## src/rtl/ysyx_22040895_wbu_pkg.sv

```systemverilog
`default_nettype none
// ============================================================================
// Module      : ysyx_22040895_wbu_pkg
// Description : Shared definitions for the write-back unit. It holds the
//               register-bus widths, the write-back source select codes,
//               the load funct3 codes and the FSM state encoding.
// Revision    : 1.0 - initial release
// ============================================================================
package ysyx_22040895_wbu_pkg;

    // Register bus widths (RegBus / RegAddrBus)
    localparam int c_REG_BUS      = 64;
    localparam int c_REG_ADDR_BUS = 5;

    // Write-back source select
    localparam logic [1:0] c_WB_SEL_ALU  = 2'b00;
    localparam logic [1:0] c_WB_SEL_LOAD = 2'b01;
    localparam logic [1:0] c_WB_SEL_PC4  = 2'b10;
    localparam logic [1:0] c_WB_SEL_IMM  = 2'b11;

    // Load funct3 codes
    localparam logic [2:0] c_LD_LB  = 3'b000;
    localparam logic [2:0] c_LD_LH  = 3'b001;
    localparam logic [2:0] c_LD_LW  = 3'b010;
    localparam logic [2:0] c_LD_LD  = 3'b011;
    localparam logic [2:0] c_LD_LBU = 3'b100;
    localparam logic [2:0] c_LD_LHU = 3'b101;
    localparam logic [2:0] c_LD_LWU = 3'b110;

    // FSM state encoding
    localparam logic [1:0] c_ST_IDLE      = 2'd0;
    localparam logic [1:0] c_ST_WAIT_LOAD = 2'd1;
    localparam logic [1:0] c_ST_COMMIT    = 2'd2;

    typedef enum logic [1:0] {
        ST_IDLE      = c_ST_IDLE,
        ST_WAIT_LOAD = c_ST_WAIT_LOAD,
        ST_COMMIT    = c_ST_COMMIT
    } wbu_state_e;

endpackage : ysyx_22040895_wbu_pkg
`default_nettype wire

```

## src/rtl/ysyx_22040895_ldext.sv

```systemverilog
`default_nettype none
// ============================================================================
// Module      : ysyx_22040895_ldext
// Description : Load data extractor. It shifts the doubleword right by the
//               byte offset, then selects the low 8/16/32/64 bits and sign-
//               or zero-extends them to 64 bits according to funct3.
//               Bytes shifted in from above bit 63 read as zero.
// Ports       : i_data   [63:0] aligned doubleword from memory
//               i_offset [2:0]  byte offset of the access
//               i_funct3 [2:0]  load type
//               o_result [63:0] extended load value
// Revision    : 1.0 - initial release
// ============================================================================
module ysyx_22040895_ldext
    import ysyx_22040895_wbu_pkg::*;
(
    input  logic [c_REG_BUS-1:0] i_data,
    input  logic [2:0]           i_offset,
    input  logic [2:0]           i_funct3,
    output logic [c_REG_BUS-1:0] o_result
);

    logic [c_REG_BUS-1:0] w_sh;

    assign w_sh = i_data >> {i_offset, 3'b000};

    always_comb begin
        o_result = w_sh;
        case (i_funct3)
            c_LD_LB:  o_result = {{56{w_sh[7]}},  w_sh[7:0]};
            c_LD_LH:  o_result = {{48{w_sh[15]}}, w_sh[15:0]};
            c_LD_LW:  o_result = {{32{w_sh[31]}}, w_sh[31:0]};
            c_LD_LD:  o_result = w_sh;
            c_LD_LBU: o_result = {56'd0, w_sh[7:0]};
            c_LD_LHU: o_result = {48'd0, w_sh[15:0]};
            c_LD_LWU: o_result = {32'd0, w_sh[31:0]};
            // funct3 111 is not a legal load; pass the shifted word through
            default:  o_result = w_sh;
        endcase
    end

endmodule : ysyx_22040895_ldext
`default_nettype wire

```

## src/rtl/ysyx_22040895_wbu.sv

```systemverilog
`default_nettype none
// ============================================================================
// Module      : ysyx_22040895_wbu
// Description : Write-back unit of the single-issue RV64 core. It accepts
//               one retiring instruction per valid/ready handshake, picks
//               its result (ALU, load, PC+4, immediate) and drives one
//               registered register-file write plus a commit pulse.
// Ports       : clk, rst                       clock, sync active-high reset
//               in_valid_wbu / in_ready_wbu    instruction handshake
//               rd_addr_i_wbu, rd_wen_i_wbu    destination register
//               wb_sel_i_wbu                   result source select
//               alu_res_i_wbu, pc_i_wbu,
//               imm_i_wbu, ld_funct3_i_wbu     instruction payload
//               mem_rsp_valid_wbu/_data_wbu    load response
//               wen_o/waddr_o/wdata_o_wbu      register-file write
//               commit_o/commit_pc_o_wbu       retire pulse and PC
//               fwd_valid/addr/data_o_wbu      operand-path bypass
// Config      : YSYX_22040895_WBU_FWD_EN - when defined, the forwarding
//               ports mirror the commit write; otherwise they are tied to 0.
// Revision    : 1.0 - initial release
// ============================================================================
module ysyx_22040895_wbu
    import ysyx_22040895_wbu_pkg::*;
(
    input  logic                      clk,
    input  logic                      rst,
    input  logic                      in_valid_wbu,
    output logic                      in_ready_wbu,
    input  logic [c_REG_ADDR_BUS-1:0] rd_addr_i_wbu,
    input  logic                      rd_wen_i_wbu,
    input  logic [1:0]                wb_sel_i_wbu,
    input  logic [c_REG_BUS-1:0]      alu_res_i_wbu,
    input  logic [c_REG_BUS-1:0]      pc_i_wbu,
    input  logic [c_REG_BUS-1:0]      imm_i_wbu,
    input  logic [2:0]                ld_funct3_i_wbu,
    input  logic                      mem_rsp_valid_wbu,
    input  logic [c_REG_BUS-1:0]      mem_rsp_data_wbu,
    output logic                      wen_o_wbu,
    output logic [c_REG_ADDR_BUS-1:0] waddr_o_wbu,
    output logic [c_REG_BUS-1:0]      wdata_o_wbu,
    output logic                      commit_o_wbu,
    output logic [c_REG_BUS-1:0]      commit_pc_o_wbu,
    output logic                      fwd_valid_o_wbu,
    output logic [c_REG_ADDR_BUS-1:0] fwd_addr_o_wbu,
    output logic [c_REG_BUS-1:0]      fwd_data_o_wbu
);

    wbu_state_e                r_state;
    wbu_state_e                w_state_nxt;
    logic                      w_accept;
    logic [c_REG_BUS-1:0]      w_direct;
    logic [c_REG_BUS-1:0]      w_ld_data;

    // Fields of an in-flight load, held while waiting for the response
    logic [c_REG_ADDR_BUS-1:0] r_ld_rd;
    logic                      r_ld_rd_wen;
    logic [c_REG_BUS-1:0]      r_ld_pc;
    logic [2:0]                r_ld_offset;
    logic [2:0]                r_ld_funct3;

    // Output registers
    logic                      r_wen;
    logic [c_REG_ADDR_BUS-1:0] r_waddr;
    logic [c_REG_BUS-1:0]      r_wdata;
    logic                      r_commit;
    logic [c_REG_BUS-1:0]      r_commit_pc;

    assign in_ready_wbu = (r_state != ST_WAIT_LOAD);
    assign w_accept     = in_valid_wbu && in_ready_wbu;

    // ------------------------------------------------------------------
    // FSM
    // ------------------------------------------------------------------
    always_ff @(posedge clk) begin
        if (rst) begin
            r_state <= ST_IDLE;
        end else begin
            r_state <= w_state_nxt;
        end
    end

    always_comb begin
        w_state_nxt = r_state;
        case (r_state)
            ST_IDLE, ST_COMMIT: begin
                if (w_accept) begin
                    w_state_nxt = (wb_sel_i_wbu == c_WB_SEL_LOAD) ? ST_WAIT_LOAD : ST_COMMIT;
                end else begin
                    w_state_nxt = ST_IDLE;
                end
            end
            ST_WAIT_LOAD: begin
                if (mem_rsp_valid_wbu) begin
                    w_state_nxt = ST_COMMIT;
                end
            end
            default: w_state_nxt = ST_IDLE;
        endcase
    end

    // ------------------------------------------------------------------
    // Result selection
    // ------------------------------------------------------------------
    always_comb begin
        w_direct = alu_res_i_wbu;
        case (wb_sel_i_wbu)
            c_WB_SEL_ALU: w_direct = alu_res_i_wbu;
            c_WB_SEL_PC4: w_direct = pc_i_wbu + 64'd4;
            c_WB_SEL_IMM: w_direct = imm_i_wbu;
            default:      w_direct = alu_res_i_wbu;
        endcase
    end

    ysyx_22040895_ldext u_ldext (
        .i_data   (mem_rsp_data_wbu),
        .i_offset (r_ld_offset),
        .i_funct3 (r_ld_funct3),
        .o_result (w_ld_data)
    );

    // ------------------------------------------------------------------
    // Load context and output registers. The output registers are loaded
    // on the edge that enters COMMIT, so they are valid during COMMIT.
    // Acceptance and a load response never coincide because in_ready is
    // low in WAIT_LOAD.
    // ------------------------------------------------------------------
    always_ff @(posedge clk) begin
        if (rst) begin
            r_ld_rd     <= '0;
            r_ld_rd_wen <= 1'b0;
            r_ld_pc     <= '0;
            r_ld_offset <= '0;
            r_ld_funct3 <= '0;
            r_wen       <= 1'b0;
            r_waddr     <= '0;
            r_wdata     <= '0;
            r_commit    <= 1'b0;
            r_commit_pc <= '0;
        end else begin
            r_wen    <= 1'b0;
            r_commit <= 1'b0;
            if (w_accept) begin
                r_ld_rd     <= rd_addr_i_wbu;
                r_ld_rd_wen <= rd_wen_i_wbu;
                r_ld_pc     <= pc_i_wbu;
                r_ld_offset <= alu_res_i_wbu[2:0];
                r_ld_funct3 <= ld_funct3_i_wbu;
                if (wb_sel_i_wbu != c_WB_SEL_LOAD) begin
                    r_wen       <= rd_wen_i_wbu && (rd_addr_i_wbu != '0);
                    r_waddr     <= rd_addr_i_wbu;
                    r_wdata     <= w_direct;
                    r_commit    <= 1'b1;
                    r_commit_pc <= pc_i_wbu;
                end
            end else if ((r_state == ST_WAIT_LOAD) && mem_rsp_valid_wbu) begin
                r_wen       <= r_ld_rd_wen && (r_ld_rd != '0);
                r_waddr     <= r_ld_rd;
                r_wdata     <= w_ld_data;
                r_commit    <= 1'b1;
                r_commit_pc <= r_ld_pc;
            end
        end
    end

    assign wen_o_wbu       = r_wen;
    assign waddr_o_wbu     = r_waddr;
    assign wdata_o_wbu     = r_wdata;
    assign commit_o_wbu    = r_commit;
    assign commit_pc_o_wbu = r_commit_pc;

`ifdef YSYX_22040895_WBU_FWD_EN
    assign fwd_valid_o_wbu = r_wen;
    assign fwd_addr_o_wbu  = r_waddr;
    assign fwd_data_o_wbu  = r_wdata;
`else
    assign fwd_valid_o_wbu = 1'b0;
    assign fwd_addr_o_wbu  = '0;
    assign fwd_data_o_wbu  = '0;
`endif

endmodule : ysyx_22040895_wbu
`default_nettype wire

```

## config.mk

```make
export PLATFORM = sky130hd
export DESIGN_NAME = ysyx_22040895_wbu
export DESIGN_NICKNAME = d
export VERILOG_FILES = /design/src/rtl/ysyx_22040895_wbu_pkg.sv /design/src/rtl/ysyx_22040895_ldext.sv /design/src/rtl/ysyx_22040895_wbu.sv
export SDC_FILE = /design/constraint.sdc
export NUM_CORES = 1
export LEC_CHECK = 0
export CAP_MARGIN = 20
export CORE_AREA = 4 4 182 184
export CTS_CLUSTER_DIAMETER = 200
export DETAILED_ROUTE_END_ITERATION = 8
export DIE_AREA = 0 0 186 188
export PLACE_DENSITY = 0.82
export SYNTH_ARGS = -nofsm -noshare
export SYNTH_HDL_FRONTEND = slang
export SYNTH_SLANG_ARGS = --single-unit
```

## constraint.sdc

```tcl
create_clock -name clk -period 5.04 [get_ports clk]
set_input_delay 0.504 -clock clk [delete_from_list [all_inputs] [get_ports clk]]
set_output_delay 0.504 -clock clk [all_outputs]
set_load 0.02 [all_outputs]
```

==> out/qor.yml, run 1 <==
global_routing:
  antenna_found_initial: 6
  grt_usage_pct: 30.2
  grt_pass1_wl_mm: 81.8
  overflow: 0
  grt_pass1_vias: 12800
  grt_start_max_net_pins: 184
final_layout:
  final_common_cell: "clkdlybuf4s50_1"
  final_nets: 2140
  final_cell_mix: "404 x clkdlybuf4s50_1, 211 x dfxtp_1, 201 x nor2_1, 117 x nand2_1, 109 x mux2i_1"
  drive_above_1_share_pct: 6.48
  syn2layout_area_growth_pct: 38.2
route:
  drc: 0
  ant_nets: 0
  viasPerCell: 5.96
  vias: 13700
  drt_wl_total_mm: 56.5
  wire_per_inst_um: 24.7
  drtIter0Drc: 1368
  dr.pass1.iters: 6
floorplan:
  die_x_um: 186
  io_pins: 477
  start_util_pct: 40.6
  fp.coreArea_sq_um: 31400
  die_y_um: 188
  design.die.area_sq_um: 35000
  num_rows: 65
critical_path:
  critical_path.max_fanout: 47
  rr_startpoint: "r_ld_offset[1]"
  cp_data_required_time_ns: 5.45
  arrival_ns: 3.97
  crit_start: "r_ld_offset[1]"
  path_class: "reg2reg"
  cp-end-kind: "flip-flop"
  critPathLaunchType: "flip-flop"
timing:
  layout_min_cycle_time_ns: 3.57
  maxSlewViolCount: 0
  hold_viol_final: 0
  setup_tns_ns: 0
  fin_skew_ns: 0.00984
  maxSlewHeadroom_pct: 30.1
  fmax_ghz: 0.280
  finalSetupViolations: 0
  worstMarginPinSlew_ns: 1.05
  period_share_pct: 70.8
  rsz0062_at_grt: "no"
power:
  p_seq_share_pct: 36.1
  clkPwrFrac_pct: 36.9
  power.internal_mw: 3.66
  pwr-share-comb_pct: 26.9
  switching_power_mw: 1.65
  power.density_nw_per_um2: 302
  total_power_mw: 5.31
  ir_drop_uv: 272
  switching_share_pct: 31.1
  p_leak_nw: 6.46
place:
  place_hpwl_mm: 43.5
  routabilityCongestion: 0.986
  portBuffers: 406
synthesis:
  synth.distinct_cells: 77
  syn_avg_cell_area_sq_um: 8.26
  synth_edf_count: 0
  seq_area_frac_synth_pct: 33.5
  synth-seq-cells: 213
  syn_inst: 1543
  ys.warnings.count: 0
  syn-cell-area_sq_um: 12700
  async_flop_share_pct: 0
  synth_ff_type: "dfxtp_1"
clock_tree:
  hold_buffers: 0
  cts_made_buffers: 25
  root_buffer: "clkbuf_16"
  clk_latency_ns: 0.52
  cts-htree-levels: 1
  clockBufferDepth: 3
  cts_sinks: 213
  tritoncts: "built"
  ctsResizeCount: 0
  clkSlewWorstSetupHoldPaths_ns: 0.07
  postCtsSetupBuffers: 0
hold_path:
  min_from: "rst"
  hp-class: "in2reg"
run_status:
  status: "complete, no violations"
flow_run:
  cap_violations: 0
[worst max-delay path: stages (launching register included)]
cell and delay (ns):
dfxtp_2 0.70, buf_4 0.62, mux4_2 0.42, nand2_1 0.11, a211oi_1 0.15, nor3_1 0.67
o21ai_0 0.41, a32o_1 0.36
[per-stage QoR]
step / hold WS (ns) / setup WS [ns] / cell area [sq um] / instances / utilization [%]
after global placement: 0.443 / 1.34 / 16700 / 2243 / 53.2
final: 0.444 / 1.47 / 17600 / 2290 / 56.1
after global routing: 0.467 / 1.46 / 17600 / 2289 / 56.1
after CTS: 0.442 / 1.61 / 17600 / 2286 / 56.0
after floorplan: 0.437 / 2.77 / 13000 / 1612 / -
after detailed placement: 0.454 / 1.27 / 16700 / 2243 / 53.2
[per-layer routing]
metal	vias to the layer above	routed length [um]	part of all wire (%)	track usage [%]
met5	-	31	0.055	0
met4	4	2060	3.7	9.42
met3	126	6160	11	7.66
met2	862	25700	45	47.9
met1	6460	22500	40	40.5
li1	6200	-	-	-
[area by class of cell]
| class | count | area (sq um) |
|---|---|---|
| Antenna cell | 4 | 10.0 |
| Clock buffer | 29 | 681 |
| Clock inverter | 14 | 204 |
| Fill cell | 2799 | 13800 |
| Inverter | 18 | 67.6 |
| Multi-Input combinational cell | 1187 | 7670 |
| Sequential cell | 213 | 4270 |
| Tap cell | 402 | 503 |
| Timing Repair Buffer | 423 | 4200 |
[sequential cells by signal, summed over array words and instances (netlist names)]
| name | count |
|---|---|
| commit_o_wbu | 1 |
| wdata_o_wbu | 64 |
| r_ld_rd_wen | 1 |
| waddr_o_wbu | 5 |
| r_ld_funct3 | 3 |
| r_ld_rd | 5 |
| r_ld_pc | 64 |
| commit_pc_o_wbu | 64 |
| wen_o_wbu | 1 |
| r_ld_offset | 3 |
| r_state | 2 |
[cells in the mapped netlist, types with 8 or more instances]
cell       instances  share of area (%)
dfxtp_1          213                 33
nor2_1           202                6.0
nand2_1          118                3.5
mux2i_1          109                8.6
a211oi_1          96                5.7
o21ai_0           87                3.4
clkbuf_1          80                2.4
a21oi_1           79                3.1
buf_4             75                4.4
a221oi_1          31                2.1
nor3_1            31                1.2
nor4_1            28                1.4
nand3_1           27                1.1
nand4_1           25                1.2
buf_2             20               0.79
xnor2_1           20                1.4
buf_1             19               0.56
mux4_2            18                3.2
xor2_1            18                1.2
and3_1            17               0.83
nor2b_1           17               0.83
inv_1             16               0.47
nand2b_1          16               0.79
o22ai_1           13               0.64
a221o_1           12               0.94
mux2_2            12                1.1
o211ai_1          12               0.71
o31a_1            12               0.82
a31oi_1           11               0.54
a2111oi_0          8               0.55
[path summary, 6_finish.rpt]
kind                            slack (ns)  cells after the start         endpoint
worst max-delay path                  1.47                      7  wdata_o_wbu[44]
worst min-delay path                  0.44                      2      r_ld_pc[63]
worst max register to register        1.47                      7  wdata_o_wbu[44]
worst min register to register        0.47                      2   wdata_o_wbu[2]
[cell families (layout without fill, tap and decap cells)]
kind of cell    count (synthesis)  count (layout)  share of synthesized area, %
compound gates                419             419                          22.6
xor+xnor                       38              38                          2.61
mux                           139             139                          12.8
simple gates                  520             520                          19.7
flops                         213             213                          33.5
fa+ha+maj                       1               1                        0.0982
buf+inv                       212             484                          8.65
other cells                     1              74                        0.0294
[power by group through the flow]
stage	clock [mW]	sequential (mW)	combinational [mW]
CTS	1.98	1.91	1.42
detailed placement	0	1.95	1.41
global route	2.05	1.93	1.51
global placement	0	1.94	1.39
floorplan	0	2.04	0.643
finish	1.96	1.92	1.43
Note: power is estimated with default switching activity, not from simulation.
==> run 2, diff against run 1 <==
CORE_AREA = 4 4 184 186   (was 4 4 182 184)
DIE_AREA = 0 0 188 190   (was 0 0 186 188)
PLACE_DENSITY = 0.81   (was 0.82)
clock period = 3.6 ns   (was 5.04 ns; I/O delays follow)
==> out/qor.yml, run 2 (same netlist as run 1, synthesis figures left out) <==
route:
  drc: 0  # unchanged
  drtIter0Drc: 1485  # was 1,368
  ant_nets: 0  # unchanged
  viasPerCell: 5.79  # was 5.96
  dr.pass1.iters: 5  # was 6
  vias: 13600  # was 13,700
  wire_per_inst_um: 24.3  # was 24.7 um
  drt_wl_total_mm: 57.1  # was 56.5 mm
hold_path:
  hp-class: "in2reg"  # unchanged
  min_from: "rst"  # unchanged
  whs_endpoint: "r_ld_pc[62]"  # was r_ld_pc[63]
  min_path_cells: 2  # unchanged
clock_tree:
  cts_made_buffers: 25  # unchanged
  tritoncts: "built"  # unchanged
  ctsResizeCount: 0  # unchanged
  clk_latency_ns: 0.52  # about the same
  root_buffer: "clkbuf_16"  # unchanged
  cts-htree-levels: 1  # unchanged
  clockBufferDepth: 3  # unchanged
  clkSlewWorstSetupHoldPaths_ns: 0.06  # was 0.07 ns
  hold_buffers: 0  # unchanged
  postCtsSetupBuffers: 0  # unchanged
  cts_sinks: 213  # unchanged
floorplan:
  fp.coreArea_sq_um: 32300  # was 31,400 sq um
  die_y_um: 190  # was 188 um
  design.die.area_sq_um: 35700  # was 35,000 sq um
  io_pins: 477  # unchanged
  die_x_um: 188  # was 186 um
  start_util_pct: 39.5  # was 40.6%
  num_rows: 66  # was 65
timing:
  period_share_pct: 84.6  # was 70.8%
  rsz0062_at_grt: "no"  # unchanged
  layout_min_cycle_time_ns: 3.05  # was 3.57 ns
  worstMarginPinSlew_ns: 0.966  # was 1.05 ns
  hold_viol_final: 0  # unchanged
  setup_tns_ns: 0  # unchanged
  whs_ns: 0.317  # was 0.444 ns
  fin_skew_ns: 0.00956  # was 0.00984 ns
  maxSlewHeadroom_pct: 35.6  # was 30.1%
  maxSlewViolCount: 0  # unchanged
  fmax_ghz: 0.328  # was 0.280 GHz
  finalSetupViolations: 0  # unchanged
final_layout:
  syn2layout_area_growth_pct: 40.5  # was 38.2%
  final_nets: 2166  # was 2,140
  final_cells: 2356  # was 2,290
  drive_above_1_share_pct: 7.64  # was 6.48%
  final_common_cell: "clkdlybuf4s50_1"  # unchanged
  final_cell_mix: "404 x clkdlybuf4s50_1, 211 x dfxtp_1, 201 x nor2_1, 117 x nand2_1, 109 x mux2i_1"  # unchanged
run_status:
  status: "complete, no violations"  # unchanged
power:
  total_power_mw: 7.47  # was 5.31 mW
  power.density_nw_per_um2: 417  # was 302 nW/um^2
  p_leak_nw: 6.59  # was 6.46 nW
  power.internal_mw: 5.16  # was 3.66 mW
  switching_share_pct: 30.9  # was 31.1%
  pwr-share-comb_pct: 27.4  # was 26.9%
  p_seq_share_pct: 35.7  # was 36.1%
  ir_drop_uv: 294  # was 272 uV
  clkPwrFrac_pct: 36.9  # about the same
  switching_power_mw: 2.31  # was 1.65 mW
global_routing:
  antenna_found_initial: 5  # was 6
  overflow: 0  # unchanged
  grt_pass1_wl_mm: 83.4  # was 81.8 mm
  grt_start_max_net_pins: 115  # was 184
  grt_pass1_vias: 13100  # was 12,800
  grt_usage_pct: 30.1  # was 30.2%
critical_path:
  r2r_slack_ns: 0.55  # was 1.47 ns
  critical_path.max_fanout: 20  # was 47
  path_class: "reg2reg"  # unchanged
  ff2ff_path_depth: 6  # was 7
  crit_buf_inv: 0  # was 1
  cpPeakStageDelay_ns: 0.61  # was 0.70 ns
  crit_start: "r_ld_offset[1]"  # unchanged
  critPathLaunchType: "flip-flop"  # unchanged
  cp-end-kind: "flip-flop"  # unchanged
  cp_data_required_time_ns: 4.01  # was 5.45 ns
  r2r-end: "wdata_o_wbu[42]"  # was wdata_o_wbu[44]
  critPathSlowestCell: "dfxtp_2"  # unchanged
  rr_startpoint: "r_ld_offset[1]"  # unchanged
  path_delay_family: "compound AO/OA/AOI/OAI gates"  # unchanged
  crit_path_cell_trace: "mux2_2 -> o22ai_1 -> o31ai_4 -> nor3_1 -> o21ai_0 -> a32o_1"  # was buf_4 -> mux4_2 -> nand2_1 -> a211oi_1 -> nor3_1 -> o21ai_0 -> a32o_1
  arrival_ns: 3.46  # was 3.97 ns
place:
  portBuffers: 406  # unchanged
  place_hpwl_mm: 44.9  # was 43.5 mm
  placed_cells: 2309  # was 2,243
  routabilityCongestion: 0.969  # was 0.986
flow_run:
  cap_violations: 0  # unchanged
[run 2: cell types whose count changed in the layout (fill, tap and decap cells not counted)]
cell	before	now
buf_12	1	5
buf_4	16	38
clkbuf_1	0	4
clkinv_2	6	3
clkinvlp_4	2	3
diode_2	4	2
[run 2: per-layer routing]
metal / vias up / wire length (um) / part of all wire (%) / GRT usage (%)
met5: - / 37 / 0.065 / 0
met4: 6 / 2630 / 4.6 / 12.2
met2: 720 / 26300 / 46 / 48.6
met3: 126 / 5450 / 9.5 / 8.02
met1: 6527 / 22700 / 40 / 38.3
li1: 6252 / - / - / -
[run 2: worst max-delay path by stage]
stage	to	cells after the start
floorplan	wdata_o_wbu[49]	8
global placement	wdata_o_wbu[41]	7
detailed placement	wdata_o_wbu[33]	7
CTS	wdata_o_wbu[33]	6
global route	wdata_o_wbu[33]	7
finish	wdata_o_wbu[42]	6
[run 2: through the flow]
step | instance area [sq um] | setup slack (ns) | utilization (%)
global placement | 17000 | 0.383 | 52.7
finish | 17900 | 0.555 | 55.4
CTS | 17900 | 0.644 | 55.4
global route | 17900 | 0.415 | 55.4
detailed placement | 17000 | 0.367 | 52.7
floorplan | 13000 | 1.47 | -
[run 2: power by group through the flow]
stage               sequential (mW)  clock, mW  combinational [mW]
CTS                            2.67       2.77                2.03
floorplan                      2.86          0               0.900
global route                   2.69       2.88                2.17
finish                         2.67       2.75                2.05
global placement               2.71          0                1.99
detailed placement             2.72          0                2.01
[run 2: layout make-up]
cell class / count / area [sq um]
Fill cell: 2908 / 14400
Inverter: 18 / 67.6
Clock buffer: 33 / 696
Antenna cell: 2 / 5.00
Sequential cell: 213 / 4270
Multi-Input combinational cell: 1187 / 7670
Clock inverter: 12 / 196
Timing Repair Buffer: 449 / 4450
Tap cell: 442 / 553
==> run 3, diff against run 2 <==
clock period = 3.05 ns   (was 3.6 ns; I/O delays follow)
==> out/qor.yml, run 3 (same netlist as run 1, synthesis figures left out) <==
run_status:
  status: "complete, no violations"  # unchanged
floorplan:
  die_x_um: 188  # unchanged
  die_y_um: 190  # unchanged
  design.die.area_sq_um: 35700  # unchanged
  fp.coreArea_sq_um: 32300  # unchanged
  io_pins: 477  # unchanged
  num_rows: 66  # unchanged
  start_util_pct: 39.5  # unchanged
timing:
  fin_skew_ns: 0.0100  # was 0.00956 ns
  whs_ns: 0.186  # was 0.317 ns
  layout_min_cycle_time_ns: 2.71  # was 3.05 ns
  period_share_pct: 88.8  # was 84.6%
  setup_slack_ns: 0.343  # was 0.555 ns
  finalSetupViolations: 0  # unchanged
  maxSlewViolCount: 0  # unchanged
  setup_tns_ns: 0  # unchanged
  fmax_ghz: 0.369  # was 0.328 GHz
  maxSlewHeadroom_pct: 43.6  # was 35.6%
  rsz0062_at_grt: "no"  # unchanged
  worstMarginPinSlew_ns: 0.846  # was 0.966 ns
  hold_viol_final: 0  # unchanged
global_routing:
  grt_usage_pct: 30.0  # was 30.1%
  grt_pass1_vias: 13000  # was 13,100
  overflow: 0  # unchanged
  grt_pass1_wl_mm: 83.5  # was 83.4 mm
  antenna_found_initial: 5  # unchanged
  grt_start_max_net_pins: 117  # was 115
final_layout:
  final_common_cell: "clkdlybuf4s50_1"  # unchanged
  drive_above_1_share_pct: 9.25  # was 7.64%
  final_nets: 2205  # was 2,166
  syn2layout_area_growth_pct: 41.7  # was 40.5%
  final_cell_mix: "404 x clkdlybuf4s50_1, 211 x dfxtp_1, 201 x nor2_1, 117 x nand2_1, 109 x mux2i_1"  # unchanged
hold_path:
  min_from: "rst"  # unchanged
  min_path_cells: 2  # unchanged
  whs_endpoint: "r_state[0]"  # was r_ld_pc[62]
  hp-class: "in2reg"  # unchanged
route:
  dr.pass1.iters: 5  # unchanged
  drc: 0  # unchanged
  ant_nets: 0  # unchanged
  viasPerCell: 5.79  # about the same
  vias: 13800  # was 13,600
  drt_wl_total_mm: 57.6  # was 57.1 mm
  wire_per_inst_um: 24.1  # was 24.3 um
  drtIter0Drc: 1190  # was 1,485
clock_tree:
  clkSlewWorstSetupHoldPaths_ns: 0.06  # about the same
  clk_latency_ns: 0.51  # was 0.52 ns
  clockBufferDepth: 3  # unchanged
  cts-htree-levels: 1  # unchanged
  root_buffer: "clkbuf_16"  # unchanged
  cts_made_buffers: 23  # was 25
  tritoncts: "built"  # unchanged
  hold_buffers: 0  # unchanged
  cts_sinks: 213  # unchanged
power:
  ir_drop_uv: 395  # was 294 uV
  total_power_mw: 8.31  # was 7.47 mW
  power.density_nw_per_um2: 460  # was 417 nW/um^2
  p_leak_nw: 6.71  # was 6.59 nW
place:
  routabilityCongestion: 0.984  # was 0.969
  place_hpwl_mm: 45.4  # was 44.9 mm
  dpl_worst_slack_ns: 0.107  # was 0.367 ns
  portBuffers: 406  # unchanged
critical_path:
  arrival_ns: 3.15  # was 3.46 ns
  r2r-end: "wdata_o_wbu[53]"  # was wdata_o_wbu[42]
  cp-end-kind: "flip-flop"  # unchanged
  r2r_slack_ns: 0.34  # was 0.55 ns
  ff2ff_path_depth: 7  # was 6
  path_class: "reg2reg"  # unchanged
  critical_path.max_fanout: 20  # unchanged
  rr_startpoint: "r_ld_offset[1]"  # unchanged
  cp_data_required_time_ns: 3.49  # was 4.01 ns
  critPathLaunchType: "flip-flop"  # unchanged
flow_run:
  cap_violations: 0  # unchanged
==> run 3: cell types whose count changed in the layout (fill, tap and decap cells not counted), moves of 2 or more <==
cell	before	now
bufinv_16	5	1
clkbuf_16	25	23
buf_12	5	7
buf_4	38	77
==> run 3: worst max-delay path by stage <==
stage              startpoint              end  slack (ns)  cells after the start
2_1_floorplan  r_ld_offset[1]  wdata_o_wbu[49]        0.92                      8
3_3_place_gp     pc_i_wbu[21]  wdata_o_wbu[39]        0.11                      7
3_5_place_dp     pc_i_wbu[21]  wdata_o_wbu[39]        0.11                      7
4_1_cts        r_ld_offset[1]  wdata_o_wbu[44]        0.21                      6
5_1_grt        r_ld_offset[1]  wdata_o_wbu[53]        0.25                      7
6_report       r_ld_offset[1]  wdata_o_wbu[53]        0.34                      7
==> run 3: final cells by class <==
class | count | area (sq um)
Fill cell | 2912 | 14200
Multi-Input combinational cell | 1187 | 7680
Timing Repair Buffer | 490 | 4780
Sequential cell | 213 | 4270
Clock buffer | 31 | 636
Tap cell | 442 | 553
Inverter | 18 | 67.6
Clock inverter | 7 | 65.1
Antenna cell | 3 | 7.51
==> run 3: per-stage QoR <==
step | cell area, sq um | utilization (%) | cells
finish | 18100 | 55.9 | 2391
global route | 18100 | 55.9 | 2391
CTS | 18000 | 55.9 | 2388
detailed placement | 17300 | 53.7 | 2350
global placement | 17300 | 53.7 | 2350
floorplan | 13000 | - | 1612
==> run 3: worst max-delay path, cell delays in order, from the launching register on <==
cell       delay (ns)
dfxtp_2          0.47
nor2_1           0.46
nand4_1          0.19
a211oi_1         0.59
nor4_2           0.17
buf_12           0.19
a2111oi_0        0.37
a21boi_0         0.20
==> run 3: repair_timing <==
action                     CTS  global route
resized for setup            0             1
buffers inserted             0             0
setup endpoints to repair    0             2
==> run 3: metal layers <==
metal | track usage [%] | part of all wire (%) | vias to the layer above
li1 | - | - | 6335
met1 | 39.8 | 41 | 6599
met2 | 49.0 | 46 | 770
met3 | 5.83 | 8.7 | 132
met4 | 10.8 | 4.0 | 2
met5 | 0 | 0.023 | -
==> run 3: power by group <==
part	total [mW]	switching [mW]	internal (mW)
Sequential	3.16	0.141	3.01
Clock	2.69	1.15	1.53
Combinational	2.47	1.38	1.09
==> edit (flow settings as in run 2) <==
Build with the macro `YSYX_22040895_WBU_FWD_EN` defined.
--- a/src/rtl/ysyx_22040895_wbu.sv
+++ b/src/rtl/ysyx_22040895_wbu.sv
@@ -19,6 +19,8 @@
 //               ports mirror the commit write; otherwise they are tied to 0.
 // Revision    : 1.0 - initial release
 // ============================================================================
+`define YSYX_22040895_WBU_FWD_EN
+
 module ysyx_22040895_wbu
     import ysyx_22040895_wbu_pkg::*;
 (
Function: changed (a bounded check fails within 4 cycles, from zero or initial values and one cycle with rst high).
==> edit against run 2 <==
Routed wire length up 4.0%; worst hold slack better by 45 ps; design area up 2.4%; setup slack better by 230 ps; die area unchanged; sequential cell count unchanged; synthesized area about the same; final cell count up 0.42%; total power up 0.84%; critical endpoint is now fwd_data_o_wbu[10].
==> edit: results (changes against run 2) <==
* Crit Reg-Reg Endpoint: fwd_data_o_wbu[10] (was wdata_o_wbu[42])
* Worst path top cell family by delay: compound AO/OA/AOI/OAI gates (unchanged)
* Maximum number of pins on one net before global-route repair at 114 (was 115)
* WS Path Type: flop to flop (unchanged)
* Synth cell count leaders: dfxtp_1, nor2_1, nand2_1 (unchanged)
* Synth warn at 0 (unchanged)
* GR Util met3 at 5.578% (was 8.018%)
* CTS root buf: clkbuf_16 (unchanged)
* Worst IR Drop VDD at 0.0003654 V (was 0.0002938 V)
* Seq/Total Area, Yosys at 33.48% (was 33.47%)
* Least-Margin Pin Slew at 877.4 ps (was 966.3 ps)
* Min-Delay Path Class: primary input to flop (unchanged)
* Routed vias/inst at 5.880 (was 5.786)
* GRT Util Overall at 31.48% (was 30.06%)
* Layout Skew at 27.04 ps (was 9.561 ps)
* Top post-synthesis cells by area: dfxtp_1, mux2i_1, nor2_1, a211oi_1, buf_4 (unchanged)
* Avg WL per Cell at 25.13 um (was 24.25 um)
* Leakage at 6.627 nW (was 6.594 nW)
* First-pass GRT wire length at 87.39 mm (was 83.42 mm)
* I/O Buffers at 476 (was 406)
* Iteration-0 DRC count of the detailed router at 1607 (was 1485)
* Worst skew pair latency at 530 ps
* R2R Path Start: r_ld_offset[0] (was r_ld_offset[1])
* CP max stage delay at 610 ps (about the same)
* H-tree Lvls at 1 (unchanged)
* Mapped Nets at about 1800
* Dpl hpwl at 46.35 mm (was 44.88 mm)
* Worst r2r path cells at 6 (unchanged)
* GRT met2 Usage at 51.01% (was 48.56%)
* Outcome: complete, no violations (unchanged)
* Flop2flop setup slack at 780 ps (was 550 ps)
* Met1 Use GR at 42.45% (was 38.29%)
* WP data arrival at 3260 ps (was 3460 ps)
* RePlAce Congestion at 0.9955 (was 0.9693)
* Worst hold start: rst (unchanged)
* Initial antenna violation count at 6 (was 5)
* Vias in the first global route at 13510 (was 13120)
* Hold Crit Endpoint: r_ld_pc[50] (was r_ld_pc[62])
* CTS resizes at 0 (unchanged)
* # fillers at 2884 (was 2908)
* Drt pass-1 iters at 7 (was 5)
* Net count, final at 2173 (was 2166)
* Post-CTS setup buffers at 0 (unchanged)
* Crit Path Max Fanout at 45 (was 20)
* Yosys cell types at 76 (was 77)
* Synth Instances at 1542 (was 1543)
* Layout cells sized above 1 at 7.869% (was 7.636%)
* TritonCTS buffer count at 24 (was 25)
* Worst Hold Path Cells at 2 (unchanged)
[edit: cell types whose count changed in the layout (fill, tap and decap cells not counted), sizes merged]
cell and change:
bufinv -2, clkinvlp -1, clkinv -1, conb -70, clkdlybuf4s50 +70, clkbuf +3
diode +3, buf +8
[edit: through the flow]
step / setup slack [ps] / cells / hold slack, ps / instance area [um^2]
after global routing: 664.9 / 2366 / 399.5 / 18340
after detailed placement: 412.4 / 2317 / 463.3 / 17480
after floorplan: 1466 / 1542 / 436.8 / 12740
after CTS: 856.6 / 2361 / 355.3 / 18320
final: 784.6 / 2366 / 361.9 / 18340
after global placement: 459.0 / 2317 / 444.2 / 17480
[edit: report_power, final]
| group | switching (mW) | internal, mW | leakage, nW |
|---|---|---|---|
| sequential | 0.175 | 2.55 | 1.76 |
| clock | 1.02 | 1.59 | 0.406 |
| combinational | 1.19 | 1.01 | 4.46 |
[edit: area by class of cell]
cell class                      count  area share, %
Timing Repair Buffer              527          28.26
Tap cell                          442          3.016
Clock buffer                       36          3.910
Sequential cell                   213          23.27
Clock inverter                      8         0.6755
Antenna cell                        5        0.06824
Multi-Input combinational cell   1117          40.44
Inverter                           18         0.3685
[edit: cells by family after synthesis]
family          synth area share [%]
fa+ha+maj                    0.09823
buf+inv                        8.655
mux                            12.81
simple gates                   19.70
compound gates                 22.64
xor+xnor                       2.613
flops                          33.48
[edit: worst register-to-register path: stages (launching register included)]
cell     delay [ps]
dfxtp_2         610
buf_4           580
nor2b_1         600
a21oi_1         270
mux2_2          340
o21ai_0         190
a32o_1          180
[edit: routing by layer]
layer	part of all wire [%]	wire, um
met1	42	24790
met2	46	27340
met3	8.6	5099
met4	3.7	2197
met5	0.022	13
